**src/rtl/fifo_status_pkg.sv**
```systemverilog
// Shared constants and helpers for the FIFO pointer/status controller.
// Optional high-water mark is enabled by defining FIFO_STATUS_PEAK_EN.
package fifo_status_pkg;

    localparam int AF_DEFAULT_C = 12;
    localparam int AE_DEFAULT_C = 2;

    // Bit positions of the status flags inside the packed flag register.
    localparam int FLG_FULL  = 0;
    localparam int FLG_EMPTY = 1;
    localparam int FLG_AF    = 2;
    localparam int FLG_AE    = 3;
    localparam int FLG_OVF   = 4;
    localparam int FLG_UDF   = 5;
    localparam int FLG_NUM   = 6;

    function automatic int ptr_w(input int addr_w);
        return addr_w + 1;
    endfunction

    function automatic int unsigned sat_lvl(input int unsigned lvl, input int unsigned max_lvl);
        return (lvl > max_lvl) ? max_lvl : lvl;
    endfunction

endpackage

```
**src/rtl/fifo_status_ctrl_if.sv**
```systemverilog
// User-side request/status bundle of the FIFO status controller.
// The peak output (FIFO_STATUS_PEAK_EN) stays a plain port on the top module.
interface fifo_status_ctrl_if
    import fifo_status_pkg::*;
#(
    parameter int ADDR_W = 4
);
    logic                       wr;
    logic                       rd;
    logic                       lvl_we;
    logic [ptr_w(ADDR_W)-1:0]   af_in;
    logic [ptr_w(ADDR_W)-1:0]   ae_in;
    logic                       err_clr;
    logic                       wr_en;
    logic                       rd_en;
    logic [ADDR_W-1:0]          waddr;
    logic [ADDR_W-1:0]          raddr;
    logic [ptr_w(ADDR_W)-1:0]   count;
    logic                       full;
    logic                       empty;
    logic                       almost_full;
    logic                       almost_empty;
    logic                       overflow;
    logic                       underflow;

    modport master (
        output wr, rd, lvl_we, af_in, ae_in, err_clr,
        input  wr_en, rd_en, waddr, raddr, count,
               full, empty, almost_full, almost_empty, overflow, underflow
    );

    modport slave (
        input  wr, rd, lvl_we, af_in, ae_in, err_clr,
        output wr_en, rd_en, waddr, raddr, count,
               full, empty, almost_full, almost_empty, overflow, underflow
    );
endinterface

```
**src/rtl/fifo_wrap_ptr.sv**
```systemverilog
// Enable-gated wrapping pointer with synchronous reset; the MSB acts as the wrap bit.
module fifo_wrap_ptr #(
    parameter int W = 5
) (
    input  logic         clk,
    input  logic         rst,
    input  logic         en,
    output logic [W-1:0] ptr
);
    logic [W-1:0] ptr_q;
    logic [W-1:0] ptr_d;

    always_comb begin
        ptr_d = ptr_q;
        if (en) ptr_d = ptr_q + W'(1);
    end

    always_ff @(posedge clk) begin
        if (rst) ptr_q <= '0;
        else     ptr_q <= ptr_d;
    end

    assign ptr = ptr_q;
endmodule

```
**src/rtl/fifo_status_ctrl.sv**
```systemverilog
// Pointer, fill-count and status-flag controller for a synchronous FIFO.
// Define FIFO_STATUS_PEAK_EN to add the peak high-water mark output.
module fifo_status_ctrl
    import fifo_status_pkg::*;
#(
    parameter int ADDR_W     = 4,
    parameter int AF_DEFAULT = AF_DEFAULT_C,
    parameter int AE_DEFAULT = AE_DEFAULT_C
) (
    input  logic                     clk,
    input  logic                     rst,
    fifo_status_ctrl_if.slave        bus
`ifdef FIFO_STATUS_PEAK_EN
    ,
    output logic [ADDR_W:0]          peak
`endif
);
    localparam int PW    = ptr_w(ADDR_W);
    localparam int DEPTH = 1 << ADDR_W;
    localparam logic [PW-1:0] DEPTH_C = PW'(DEPTH);
    localparam logic [PW-1:0] AF_RST  = PW'(sat_lvl(AF_DEFAULT, DEPTH));
    localparam logic [PW-1:0] AE_RST  = PW'(sat_lvl(AE_DEFAULT, DEPTH));
    localparam logic [FLG_NUM-1:0] FLAGS_RST = FLG_NUM'((1 << FLG_EMPTY) | (1 << FLG_AE));

    logic               wr_en;
    logic               rd_en;
    logic [PW-1:0]      wptr;
    logic [PW-1:0]      rptr;
    logic [PW-1:0]      count_q, count_d;
    logic [PW-1:0]      af_lvl_q, af_lvl_d;
    logic [PW-1:0]      ae_lvl_q, ae_lvl_d;
    logic [FLG_NUM-1:0] flags_q, flags_d;

    always_comb begin
        wr_en   = bus.wr & ~flags_q[FLG_FULL]  & ~rst;
        rd_en   = bus.rd & ~flags_q[FLG_EMPTY] & ~rst;
        count_d = count_q + PW'(wr_en) - PW'(rd_en);

        af_lvl_d = af_lvl_q;
        ae_lvl_d = ae_lvl_q;
        if (bus.lvl_we) begin
            af_lvl_d = PW'(sat_lvl(32'(bus.af_in), DEPTH));
            ae_lvl_d = PW'(sat_lvl(32'(bus.ae_in), DEPTH));
        end

        // Flags track count_d so they line up with count in the same cycle.
        flags_d            = '0;
        flags_d[FLG_FULL]  = (count_d == DEPTH_C);
        flags_d[FLG_EMPTY] = (count_d == '0);
        flags_d[FLG_AF]    = (count_d >= af_lvl_q);
        flags_d[FLG_AE]    = (count_d <= ae_lvl_q);
        flags_d[FLG_OVF]   = (bus.wr & ~wr_en) | (flags_q[FLG_OVF] & ~bus.err_clr);
        flags_d[FLG_UDF]   = (bus.rd & ~rd_en) | (flags_q[FLG_UDF] & ~bus.err_clr);
    end

    always_ff @(posedge clk) begin
        if (rst) begin
            count_q  <= '0;
            af_lvl_q <= AF_RST;
            ae_lvl_q <= AE_RST;
            flags_q  <= FLAGS_RST;
        end else begin
            count_q  <= count_d;
            af_lvl_q <= af_lvl_d;
            ae_lvl_q <= ae_lvl_d;
            flags_q  <= flags_d;
        end
    end

    fifo_wrap_ptr #(.W(PW)) u_wptr (
        .clk (clk),
        .rst (rst),
        .en  (wr_en),
        .ptr (wptr)
    );

    fifo_wrap_ptr #(.W(PW)) u_rptr (
        .clk (clk),
        .rst (rst),
        .en  (rd_en),
        .ptr (rptr)
    );

`ifdef FIFO_STATUS_PEAK_EN
    logic [PW-1:0] peak_q, peak_d;

    always_comb begin
        peak_d = (count_d > peak_q) ? count_d : peak_q;
        if (bus.err_clr) peak_d = '0;
    end

    always_ff @(posedge clk) begin
        if (rst) peak_q <= '0;
        else     peak_q <= peak_d;
    end

    assign peak = peak_q;
`endif

    assign bus.wr_en        = wr_en;
    assign bus.rd_en        = rd_en;
    assign bus.waddr        = wptr[ADDR_W-1:0];
    assign bus.raddr        = rptr[ADDR_W-1:0];
    assign bus.count        = count_q;
    assign bus.full         = flags_q[FLG_FULL];
    assign bus.empty        = flags_q[FLG_EMPTY];
    assign bus.almost_full  = flags_q[FLG_AF];
    assign bus.almost_empty = flags_q[FLG_AE];
    assign bus.overflow     = flags_q[FLG_OVF];
    assign bus.underflow    = flags_q[FLG_UDF];
endmodule

```
**src/flat_wrapper.sv**
```systemverilog
// flat-port wrapper written by rule: the top's interface ports become plain ports
module fifo_status_ctrl_flat import fifo_status_pkg::*;
#(
    parameter int ADDR_W     = 4,
    parameter int AF_DEFAULT = AF_DEFAULT_C,
    parameter int AE_DEFAULT = AE_DEFAULT_C
)
  (clk, rst, bus_wr, bus_rd, bus_lvl_we, bus_af_in, bus_ae_in, bus_err_clr, bus_wr_en, bus_rd_en, bus_waddr, bus_raddr, bus_count, bus_full, bus_empty, bus_almost_full, bus_almost_empty, bus_overflow, bus_underflow);
  fifo_status_ctrl_if #(.ADDR_W(ADDR_W)) bus_i ();
  input  logic clk;
  input  logic rst;
  input wire logic [$bits(bus_i.wr)-1:0] bus_wr;
  input wire logic [$bits(bus_i.rd)-1:0] bus_rd;
  input wire logic [$bits(bus_i.lvl_we)-1:0] bus_lvl_we;
  input wire logic [$bits(bus_i.af_in)-1:0] bus_af_in;
  input wire logic [$bits(bus_i.ae_in)-1:0] bus_ae_in;
  input wire logic [$bits(bus_i.err_clr)-1:0] bus_err_clr;
  output wire logic [$bits(bus_i.wr_en)-1:0] bus_wr_en;
  output wire logic [$bits(bus_i.rd_en)-1:0] bus_rd_en;
  output wire logic [$bits(bus_i.waddr)-1:0] bus_waddr;
  output wire logic [$bits(bus_i.raddr)-1:0] bus_raddr;
  output wire logic [$bits(bus_i.count)-1:0] bus_count;
  output wire logic [$bits(bus_i.full)-1:0] bus_full;
  output wire logic [$bits(bus_i.empty)-1:0] bus_empty;
  output wire logic [$bits(bus_i.almost_full)-1:0] bus_almost_full;
  output wire logic [$bits(bus_i.almost_empty)-1:0] bus_almost_empty;
  output wire logic [$bits(bus_i.overflow)-1:0] bus_overflow;
  output wire logic [$bits(bus_i.underflow)-1:0] bus_underflow;
  assign bus_i.wr = bus_wr;
  assign bus_i.rd = bus_rd;
  assign bus_i.lvl_we = bus_lvl_we;
  assign bus_i.af_in = bus_af_in;
  assign bus_i.ae_in = bus_ae_in;
  assign bus_i.err_clr = bus_err_clr;
  assign bus_wr_en = bus_i.wr_en;
  assign bus_rd_en = bus_i.rd_en;
  assign bus_waddr = bus_i.waddr;
  assign bus_raddr = bus_i.raddr;
  assign bus_count = bus_i.count;
  assign bus_full = bus_i.full;
  assign bus_empty = bus_i.empty;
  assign bus_almost_full = bus_i.almost_full;
  assign bus_almost_empty = bus_i.almost_empty;
  assign bus_overflow = bus_i.overflow;
  assign bus_underflow = bus_i.underflow;
  fifo_status_ctrl #(.ADDR_W(ADDR_W), .AF_DEFAULT(AF_DEFAULT), .AE_DEFAULT(AE_DEFAULT)) u_core (.clk(clk), .rst(rst), .bus(bus_i));
endmodule
```
**config.mk**
```make
export PLATFORM = sky130hd
export DESIGN_NAME = fifo_status_ctrl_flat
export DESIGN_NICKNAME = d
export VERILOG_FILES = /design/src/rtl/fifo_status_pkg.sv /design/src/rtl/fifo_status_ctrl_if.sv /design/src/rtl/fifo_wrap_ptr.sv /design/src/rtl/fifo_status_ctrl.sv /design/src/flat_wrapper.sv
export SDC_FILE = /design/constraint.sdc
export NUM_CORES = 1
export LEC_CHECK = 0
export CELL_PAD_IN_SITES_DETAIL_PLACEMENT = 0
export CELL_PAD_IN_SITES_GLOBAL_PLACEMENT = 1
export CORE_MARGIN = 2
export CORE_UTILIZATION = 36
export DETAILED_ROUTE_END_ITERATION = 6
export PLACE_DENSITY = 0.88
export SYNTH_ARGS = -nofsm -noshare
export SYNTH_HDL_FRONTEND = slang
export SYNTH_SLANG_ARGS = --single-unit
```
**constraint.sdc**
```tcl
create_clock -name clk -period 5.6 [get_ports clk]
set_input_delay 1.68 -clock clk [delete_from_list [all_inputs] [get_ports clk]]
set_output_delay 1.68 -clock clk [all_outputs]
set_load 0.005 [all_outputs]
```
==> results of run 1 <==
worst paths after layout:
| check | startpoint | endpoint | slack [ns] | cells past startpoint |
|---|---|---|---|---|
| worst max-delay path | rst | bus_wr_en | 0.69 | 4 |
| worst min-delay path | u_core.af_lvl_q[2] | u_core.af_lvl_q[2] | 0.48 | 2 |
| worst max register to register | u_core.flags_q[1] | u_core.flags_q[3] | 2.34 | 17 |
| worst min register to register | u_core.af_lvl_q[2] | u_core.af_lvl_q[2] | 0.48 | 2 |
worst max-delay path: cells and delay by family:
kind	cells	cell delay [ns]
buf+inv	3	1.27
simple gates	1	0.27
per-layer routing:
layer	vias to the layer above	GRT usage, %	routed length [um]
met5	-	0	0
met3	8	4.00	138
li1	639	-	-
met4	0	7.50	65
met1	522	18.2	1330
met2	27	21.9	1260
synth_stat cells, drive strengths merged:
cell    count
mux2i       3
nand3b      1
nor2       28
dfxtp      29
fa          1
nor2b       2
a211o       1
inv        21
a211oi      1
a41o        1
xor2        6
o21bai      1
clkinv      1
ha         15
xnor3       1
clkbuf      3
nor3b       1
a22oi       4
xnor2       5
a221o       2
buf         1
nand2      13
nand2b      3
o21ai       4
nor3        1
nand4       2
nand3       2
a21o        4
a21oi      10
sequential cells by signal (all words and copies together), names as in the netlist:
signal and cells:
u_core.flags_q 6, u_core.ae_lvl_q 5, u_core.af_lvl_q 5, u_core.bus.count 5, u_core.u_rptr.ptr 4, u_core.u_wptr.ptr 4
placed cells by master, fill, tap and decap left out, drive strengths merged:
| cell type | instances |
|---|---|
| clkdlybuf4s50 | 36 |
| a22oi | 4 |
| xnor2 | 5 |
| o21bai | 1 |
| a211o | 1 |
| a21oi | 10 |
| nor3 | 1 |
| a221o | 2 |
| fa | 1 |
| nand2b | 3 |
| clkbuf | 6 |
| xor2 | 6 |
| dfxtp | 29 |
| a21o | 4 |
| nor3b | 1 |
| clkinv | 3 |
| a211oi | 1 |
| nand4 | 2 |
| nor2b | 2 |
| nor2 | 28 |
| mux2i | 3 |
| nand3b | 1 |
| o21ai | 4 |
| xnor3 | 1 |
| nand2 | 13 |
| ha | 15 |
| a41o | 1 |
| nand3 | 2 |
| buf | 3 |
| inv | 21 |
final cells by class:
type                       count  area share [%]
clock inverter                 2           0.506
multi-input combinational    112            39.7
clock buffer                   6            3.67
tap                           50            3.16
timing repair buffer          39            19.4
inverter                      22            4.18
sequential                    29            29.4
report_power, final:
| part | switching (uW) | internal [uW] | leakage, uW |
|---|---|---|---|
| registers | 29.2 | 248 | 0.000238 |
| clock network | 79.0 | 85.8 | 0.0000450 |
| logic | 283 | 286 | 0.000588 |
kinds of logic (layout without fill, tap and decap cells):
kind of cell	after synthesis	after routing	synth area share [%]
simple gates	53	53	15.9
flops	29	29	39.7
compound gates	28	28	13.4
buf+inv	26	69	6.67
fa+ha+maj	16	16	14.2
xor+xnor	12	12	8.12
mux	3	3	2.05
through the flow:
step	hold slack [ns]	util, %	cells	area, sq um
floorplan	0.437	-	167	1460
global placement	0.455	48.0	252	1890
detailed placement	0.470	48.0	252	1890
CTS	0.484	50.1	260	1980
global route	0.514	50.1	260	1980
finish	0.478	50.1	260	1980
==> flow_metrics.tcl, run 1 <==
set metrics [dict create \
    num_vias 1196 \
    grt_pass1_wl_um 4860 \
    fin_nets 241 \
    routed_wl_um 2800 \
    dp_hpwl_um 2150 \
    startpoint_type "primary input" \
    first_global_vias 1103 \
    die_w_um 67.8 \
    io_pins 37 \
    synth_area_sq_um 1460 \
    clk_latency_ns 0.28 \
    max_slew_margin_pct 70.9 \
    final-hold-violation-count 0 \
    cpMostUsedCell "clkdlybuf4s50_1" \
    tightest_slew_ns 0.434 \
    cts_buffers 5 \
    clockBufferDepth 2 \
    worst_ep_arrival_time_ns 3.23 \
    p_leak_uw 0.000871 \
    finalSetupViolations 0 \
    timing.final.crit_share_pct 87.7 \
    synthToLayoutAreaGrowth_pct 35.0 \
    clock-sinks 29 \
    grt_antenna_before_repair 0 \
    drv_slew 0 \
    tns_ns 0 \
    setup_slack_ns 0.689 \
    crit_chain "clkdlybuf4s50_1, nor3b_2, buf_4, clkdlybuf4s50_1" \
    synth_top_area_share_pct 39.7 \
    multi_input_area_sq_um 786 \
    critPathKind "primary input to primary output" \
    gr-usage-all-layers_pct 14.3 \
    die-area_sq_um 4590 \
    yosys-top-cells-area "dfxtp_1 (40%), ha_1 (13%), nor2_1 (7.2%)" \
    drive_gt1_share_pct 6.19 \
    pre_cts_ws_ns 0.399 \
    vias_per_cell 4.60 \
    critical_path_peak_fanout 11 \
    ctsHtreeMaxLevel 2 \
    rsz0062_at_grt "false" \
    n_fill_cell 383 \
    gp_congestion 0.819 \
    ctsResizeCount 0 \
    max_clock_freq_mhz 204 \
    post-cts-setup-buffers 0 \
    n_antenna_cell 0 \
    rows 23 \
    cts_tree "yes" \
    syn-num-nets 199 \
    end_kind "primary output" \
    ys_types 30 \
    wl_per_cell_um 10.8 \
    synth_warnings 0 \
    total_power_uw 1010 \
    drc 0 \
    skew_ns 0.000982 \
    yosysTopAreaCell "dfxtp_1" \
    crit_required_ns 3.92 \
    peakVddDrop_v 0.000187 \
    io_buffers 36 \
    synth_cells 167 \
    avgSynthCellArea_sq_um 8.77 \
    period_minus_slack_ns 4.91 \
    slowest_delay_ns 0.59 \
    synth-seq-area-share_pct 39.7 \
    status "finished, final reports clean" \
    die_y_um 67.8 \
    regArea_sq_um 581 \
    clk_pin_slew_worst_paths_ns 0.06 \
    postRouteAntennaNets 0 \
    power.density_nw_per_um2 511 \
    grt_overflow 0 \
    synth-seq-cells 29 \
    drt_pass1_iterations 4 \
    drt_iter0_markers 25 \
    hold_path.class "register to register" \
    start_util_pct 37.1 \
    cts_root_buf "clkbuf_8" \
    max_cap_viol_count 0 \
    slowest_stage "clkdlybuf4s50_1" \
    grt_max_degree 22 \
    core_region_area_sq_um 3940 \
    cts_hold_buf 0 \
]
No activity file was read; power rests on OpenSTA's default activity.
==> inputs of run 2 (changes only) <==
Settings changed: CORE_UTILIZATION 36 to 38, GPL_TIMING_DRIVEN set to 0, PLACE_DENSITY 0.88 to 0.92.
Clock period 5.6 ns to 5.95 ns, I/O delays scaled along.
==> run 2 against run 1 <==
Compared with the run above: non-clock buffer count unchanged; clock power grew 26%; final area increased by 0.70%; routed wire length grew 4.6%; first-iteration DRC count grew 130%; sequential share of layout area down 0.20 points; highest routed layer unchanged; largest cell class unchanged.
==> flow_metrics.tcl, run 2 (synthesized netlist as in run 1, its figures left out) <==
set metrics [dict create \
    status "finished, final reports clean" \
    dp_hpwl_um 2270 \
    max_cap_viol_count 0 \
    rsz0062_at_grt "false" \
    timing.final.crit_share_pct 87.5 \
    skew_ns 0.00513 \
    setup_slack_ns 0.746 \
    cts_hold_buf 0 \
    grt_antenna_before_repair 0 \
    first_global_vias 1140 \
    gr-usage-all-layers_pct 15.6 \
    final-hold-violation-count 0 \
    drt_iter0_markers 57 \
    clock-sinks 29 \
    comb_power_share_pct 53.3 \
    max_clock_freq_mhz 192 \
    ctsHtreeMaxLevel 2 \
    cts_buffers 5 \
    die_y_um 66.1 \
    synthToLayoutAreaGrowth_pct 36.0 \
    n_antenna_cell 0 \
    max_slew_margin_pct 65.1 \
    final_core_util_pct 54.0 \
    gp_congestion 0.742 \
    critical_path_peak_fanout 6 \
    cts_tree "yes" \
    grt_pass1_wl_um 5020 \
    pre_cts_ws_ns 0.446 \
    clk_pin_slew_worst_paths_ns 0.06 \
    largest_reg_flops 6 \
    clk_latency_ns 0.28 \
    vias_per_cell 4.64 \
    post-cts-setup-buffers 0 \
    drv_slew 0 \
    finalSetupViolations 0 \
    hold_path.class "register to register" \
    core_region_area_sq_um 3690 \
    period_minus_slack_ns 5.20 \
    io_buffers 35 \
    num_vias 1198 \
    worst_ep_arrival_time_ns 5.37 \
    placed_cells 250 \
    p_clk_share_pct 20.8 \
    mostFrequentLayoutCells "clkdlybuf4s50_1 (35), dfxtp_1 (29), nor2_1 (28)" \
    clockBufferDepth 2 \
    share_seq_of_total_power_pct 26.0 \
    postRouteAntennaNets 0 \
    drc 0 \
    grt_max_degree 11 \
    grt_overflow 0 \
    tns_ns 0 \
    crit_required_ns 6.12 \
    power.density_nw_per_um2 504 \
    fin_nets 241 \
    mostFrequentLayoutCell "clkdlybuf4s50_1" \
    die-area_sq_um 4360 \
    routed_wl_um 2920 \
    drive_gt1_share_pct 4.76 \
    drt_pass1_iterations 4 \
    ctsResizeCount 0 \
    switching_power_uw 366 \
    tightest_slew_ns 0.523 \
    io_pins 37 \
    p_int_uw 638 \
    rows 22 \
    peakVddDrop_v 0.000222 \
    critPathKind "primary input to register" \
    fin_cells 258 \
    wl_per_cell_um 11.3 \
    end_kind "register" \
    p_leak_uw 0.000870 \
    die_w_um 66.1 \
    startpoint_type "primary input" \
    swShare_pct 36.5 \
    cts_root_buf "clkbuf_8" \
    start_util_pct 39.7 \
    max_flop_register "u_core.flags_q" \
]
## run 2: power groups by stage
stage	registers, uW	logic [uW]	clock network (uW)
detailed placement	266	538	0
global route	266	615	220
floorplan	265	377	0
CTS	262	542	213
finish	261	535	208
global placement	265	521	0
## run 2: final timing paths
check	slack, ns	cells past startpoint	to	from
max reg2reg	2.40	17	u_core.flags_q[3]	u_core.flags_q[1]
min	0.47	2	u_core.af_lvl_q[2]	u_core.af_lvl_q[2]
max	0.75	18	u_core.flags_q[3]	bus_rd
min reg2reg	0.47	2	u_core.af_lvl_q[2]	u_core.af_lvl_q[2]
## run 2: layout make-up
class	instances	area, sq um
Buffer	4	15.0
Fill cell	365	1700
Clock inverter	1	30.0
Sequential cell	29	581
Timing Repair Buffer	35	350
Clock buffer	7	86.3
Tap cell	48	60.1
Multi-Input combinational cell	112	786
Inverter	22	82.6
## run 2: critical path: stages
cell	delay [ns]
clkdlybuf4s50_1	0.46
nor2b_1	0.19
nor2b_1	0.39
ha_1	0.30
inv_1	0.05
ha_1	0.15
inv_1	0.05
fa_1	0.39
inv_1	0.07
a21o_1	0.11
a21oi_1	0.07
xnor2_1	0.31
inv_1	0.15
ha_1	0.31
nand3_1	0.08
nor2_1	0.09
a21oi_1	0.07
a221o_1	0.33
## run 2: per-stage QoR
| step | total power (uW) | hold slack (ns) | instance area (sq um) |
|---|---|---|---|
| floorplan | 641 | 0.437 | 1460 |
| global placement | 786 | 0.455 | 1870 |
| detailed placement | 804 | 0.461 | 1870 |
| CTS | 1020 | 0.475 | 1990 |
| global route | 1100 | 0.498 | 1990 |
| finish | 1000 | 0.471 | 1990 |
## run 2: layer usage
layer	share of wire, %	GRT usage [%]	routed length, um
met3	4.4	5.11	129
met1	47	19.0	1370
met5	0	0	0
met2	47	25.1	1370
met4	2.0	6.89	59
==> inputs of run 3 (changes only) <==
Settings changed: CORE_UTILIZATION 38 to 49, DONT_BUFFER_PORTS set to 1, PLACE_DENSITY 0.92 to unset, PLACE_DENSITY_LB_ADDON set to 0.1.
==> run 3 against run 2 <==
Compared with the run above: the flow now finishes with violations (design-rule violations); total power decreased by 14%; critical path depth decreased by 1; setup slack improved by 0.44 ns; via count decreased by 10%; non-clock buffer count decreased by 35; clock power decreased by 36%; clock skew about the same; critical path type unchanged; critical endpoint unchanged; largest power group unchanged.
==> flow_metrics.tcl, run 3 (synthesized netlist as in run 1, its figures left out) <==
set metrics [dict create \
    io_buffers 0 \
    reg2reg_from "u_core.flags_q[1]" \
    reg2reg_depth 17 \
    critical_path_peak_fanout 6 \
    max_flop_register "u_core.flags_q" \
    design_area_sq_um 1570 \
    crit_chain "nor2b_1, nor2b_1, ha_1, inv_1, ha_1, inv_1, fa_1, inv_1, a21o_1, a21oi_1, xnor2_1, inv_1, ha_1, nand3_1, nor2_1, a21oi_1, a221o_1" \
    comb_power_share_pct 53.5 \
    startpoint "bus_rd" \
    die-area_sq_um 3440 \
    drt_pass1_iterations 7 \
    timing.final.crit_share_pct 80.0 \
    gp_congestion 0.789 \
    postRouteAntennaNets 0 \
    rsz0062_at_grt "false" \
    cts_hold_buf 0 \
    synthToLayoutAreaGrowth_pct 7.44 \
    max_clock_freq_mhz 210 \
    drv_slew 0 \
    final-hold-violation-count 0 \
    p_leak_uw 0.000724 \
    hold_start "u_core.af_lvl_q[3]" \
    period_minus_slack_ns 4.76 \
    grt_max_degree 11 \
    slowest_delay_ns 0.41 \
    hold_ws_ns 0.486 \
    clock-sinks 29 \
    dp_hpwl_um 2110 \
    clockBufferDepth 2 \
    end_kind "register" \
    ff2ff_setup_slack_ns 2.31 \
    mostFrequentLayoutCells "dfxtp_1 (29), nor2_1 (28), inv_1 (21)" \
    tightest_slew_ns 0.530 \
    grt_antenna_before_repair 0 \
    rows 19 \
    critPathKind "primary input to register" \
    grt_pass1_wl_um 4610 \
    vias_per_cell 5.23 \
    max_cap_viol_count 0 \
    drt_iter0_markers 47 \
    switching_power_uw 354 \
    share_seq_of_total_power_pct 31.0 \
    tns_ns 0 \
    r2r-end "u_core.flags_q[3]" \
    swShare_pct 41.0 \
    drive_gt1_share_pct 6.29 \
    cts_root_buf "clkbuf_4" \
    crit_required_ns 6.15 \
    hold_path.class "register to register" \
    ctsHtreeMaxLevel 2 \
    io_pins 37 \
    cts_buffers 5 \
    finalSetupViolations 0 \
    grt_overflow 0 \
    status "complete, but fails checks" \
    routed_wl_um 2790 \
    clk_latency_ns 0.31 \
    num_vias 1078 \
    place_area_sq_um 1500 \
    cts_tree "yes" \
    skew_ns 0.00518 \
    gr-usage-all-layers_pct 17.7 \
    worst_ep_arrival_time_ns 4.96 \
    startpoint_type "primary input" \
    p_int_uw 509 \
    slowest_stage "nor2b_1" \
    n_fill_cell 272 \
    start_util_pct 52.2 \
    first_global_vias 1085 \
    cpMostUsedCell "inv_1" \
    drc 2 \
    p_clk_share_pct 15.5 \
    fin_nets 206 \
    ctsResizeCount 0 \
    peakVddDrop_v 0.000247 \
    mostFrequentLayoutCell "dfxtp_1" \
    violations "design-rule violations" \
    max_slew_margin_pct 64.7 \
    die_w_um 58.7 \
    n_antenna_cell 0 \
    core_region_area_sq_um 2810 \
    largest_reg_flops 6 \
    power.density_nw_per_um2 549 \
    die_y_um 58.7 \
    cp-endpoint "u_core.flags_q[3]" \
    clk_pin_slew_worst_paths_ns 0.09 \
    wl_per_cell_um 13.6 \
    post-cts-setup-buffers 0 \
]
[run 3: worst min-delay path by stage]
stage                     depth (start not counted)                  to
final                                             2  u_core.af_lvl_q[3]
after detailed placement                          2  u_core.af_lvl_q[3]
after global routing                              1  u_core.ae_lvl_q[1]
after CTS                                         2  u_core.af_lvl_q[3]
after floorplan                                   2  u_core.af_lvl_q[3]
after global placement                            2  u_core.af_lvl_q[2]
[run 3: critical path: cells and delay by family]
kind / cells / cell delay (ns)
AOI/OAI and AO/OA: 4 / 0.60
buffers and inverters: 4 / 0.31
adders and majority gates: 4 / 1.17
and+or+nand+nor: 4 / 0.77
xor gates and xnor gates: 1 / 0.32
[run 3: power groups by stage]
stage / Sequential, uW / Clock, uW / Combinational, uW
after CTS: 269 / 139 / 466
after global routing: 272 / 150 / 530
final: 268 / 134 / 461
after floorplan: 265 / 0 / 377
after global placement: 272 / 0 / 445
after detailed placement: 273 / 0 / 462
[run 3: layout make-up]
class	instances	area, sq um	area share, %
well taps	31	38.8	2.47
flip-flops and latches	29	581	36.9
clock buffers	7	65.1	4.14
clock inverters	1	5.00	0.318
inverters	22	82.6	5.25
plain buffers	4	15.0	0.955
multi-input cells	112	786	50.0
[run 3: metrics by stage]
stage	cells	setup slack (ns)	utilization, %	power, uW
2_1_floorplan	167	1.25	-	641
3_3_place_gp	198	0.885	53.6	718
3_5_place_dp	198	0.849	53.6	735
4_1_cts	206	1.18	56.1	873
5_1_grt	206	0.904	56.1	953
6_report	206	1.19	56.1	863
[run 3: per-layer routing]
layer / track usage (%) / wire, um
met2: 27.4 / 1250
met4: 8.44 / 22
met3: 4.84 / 153
met5: 0 / 0
met1: 22.7 / 1360
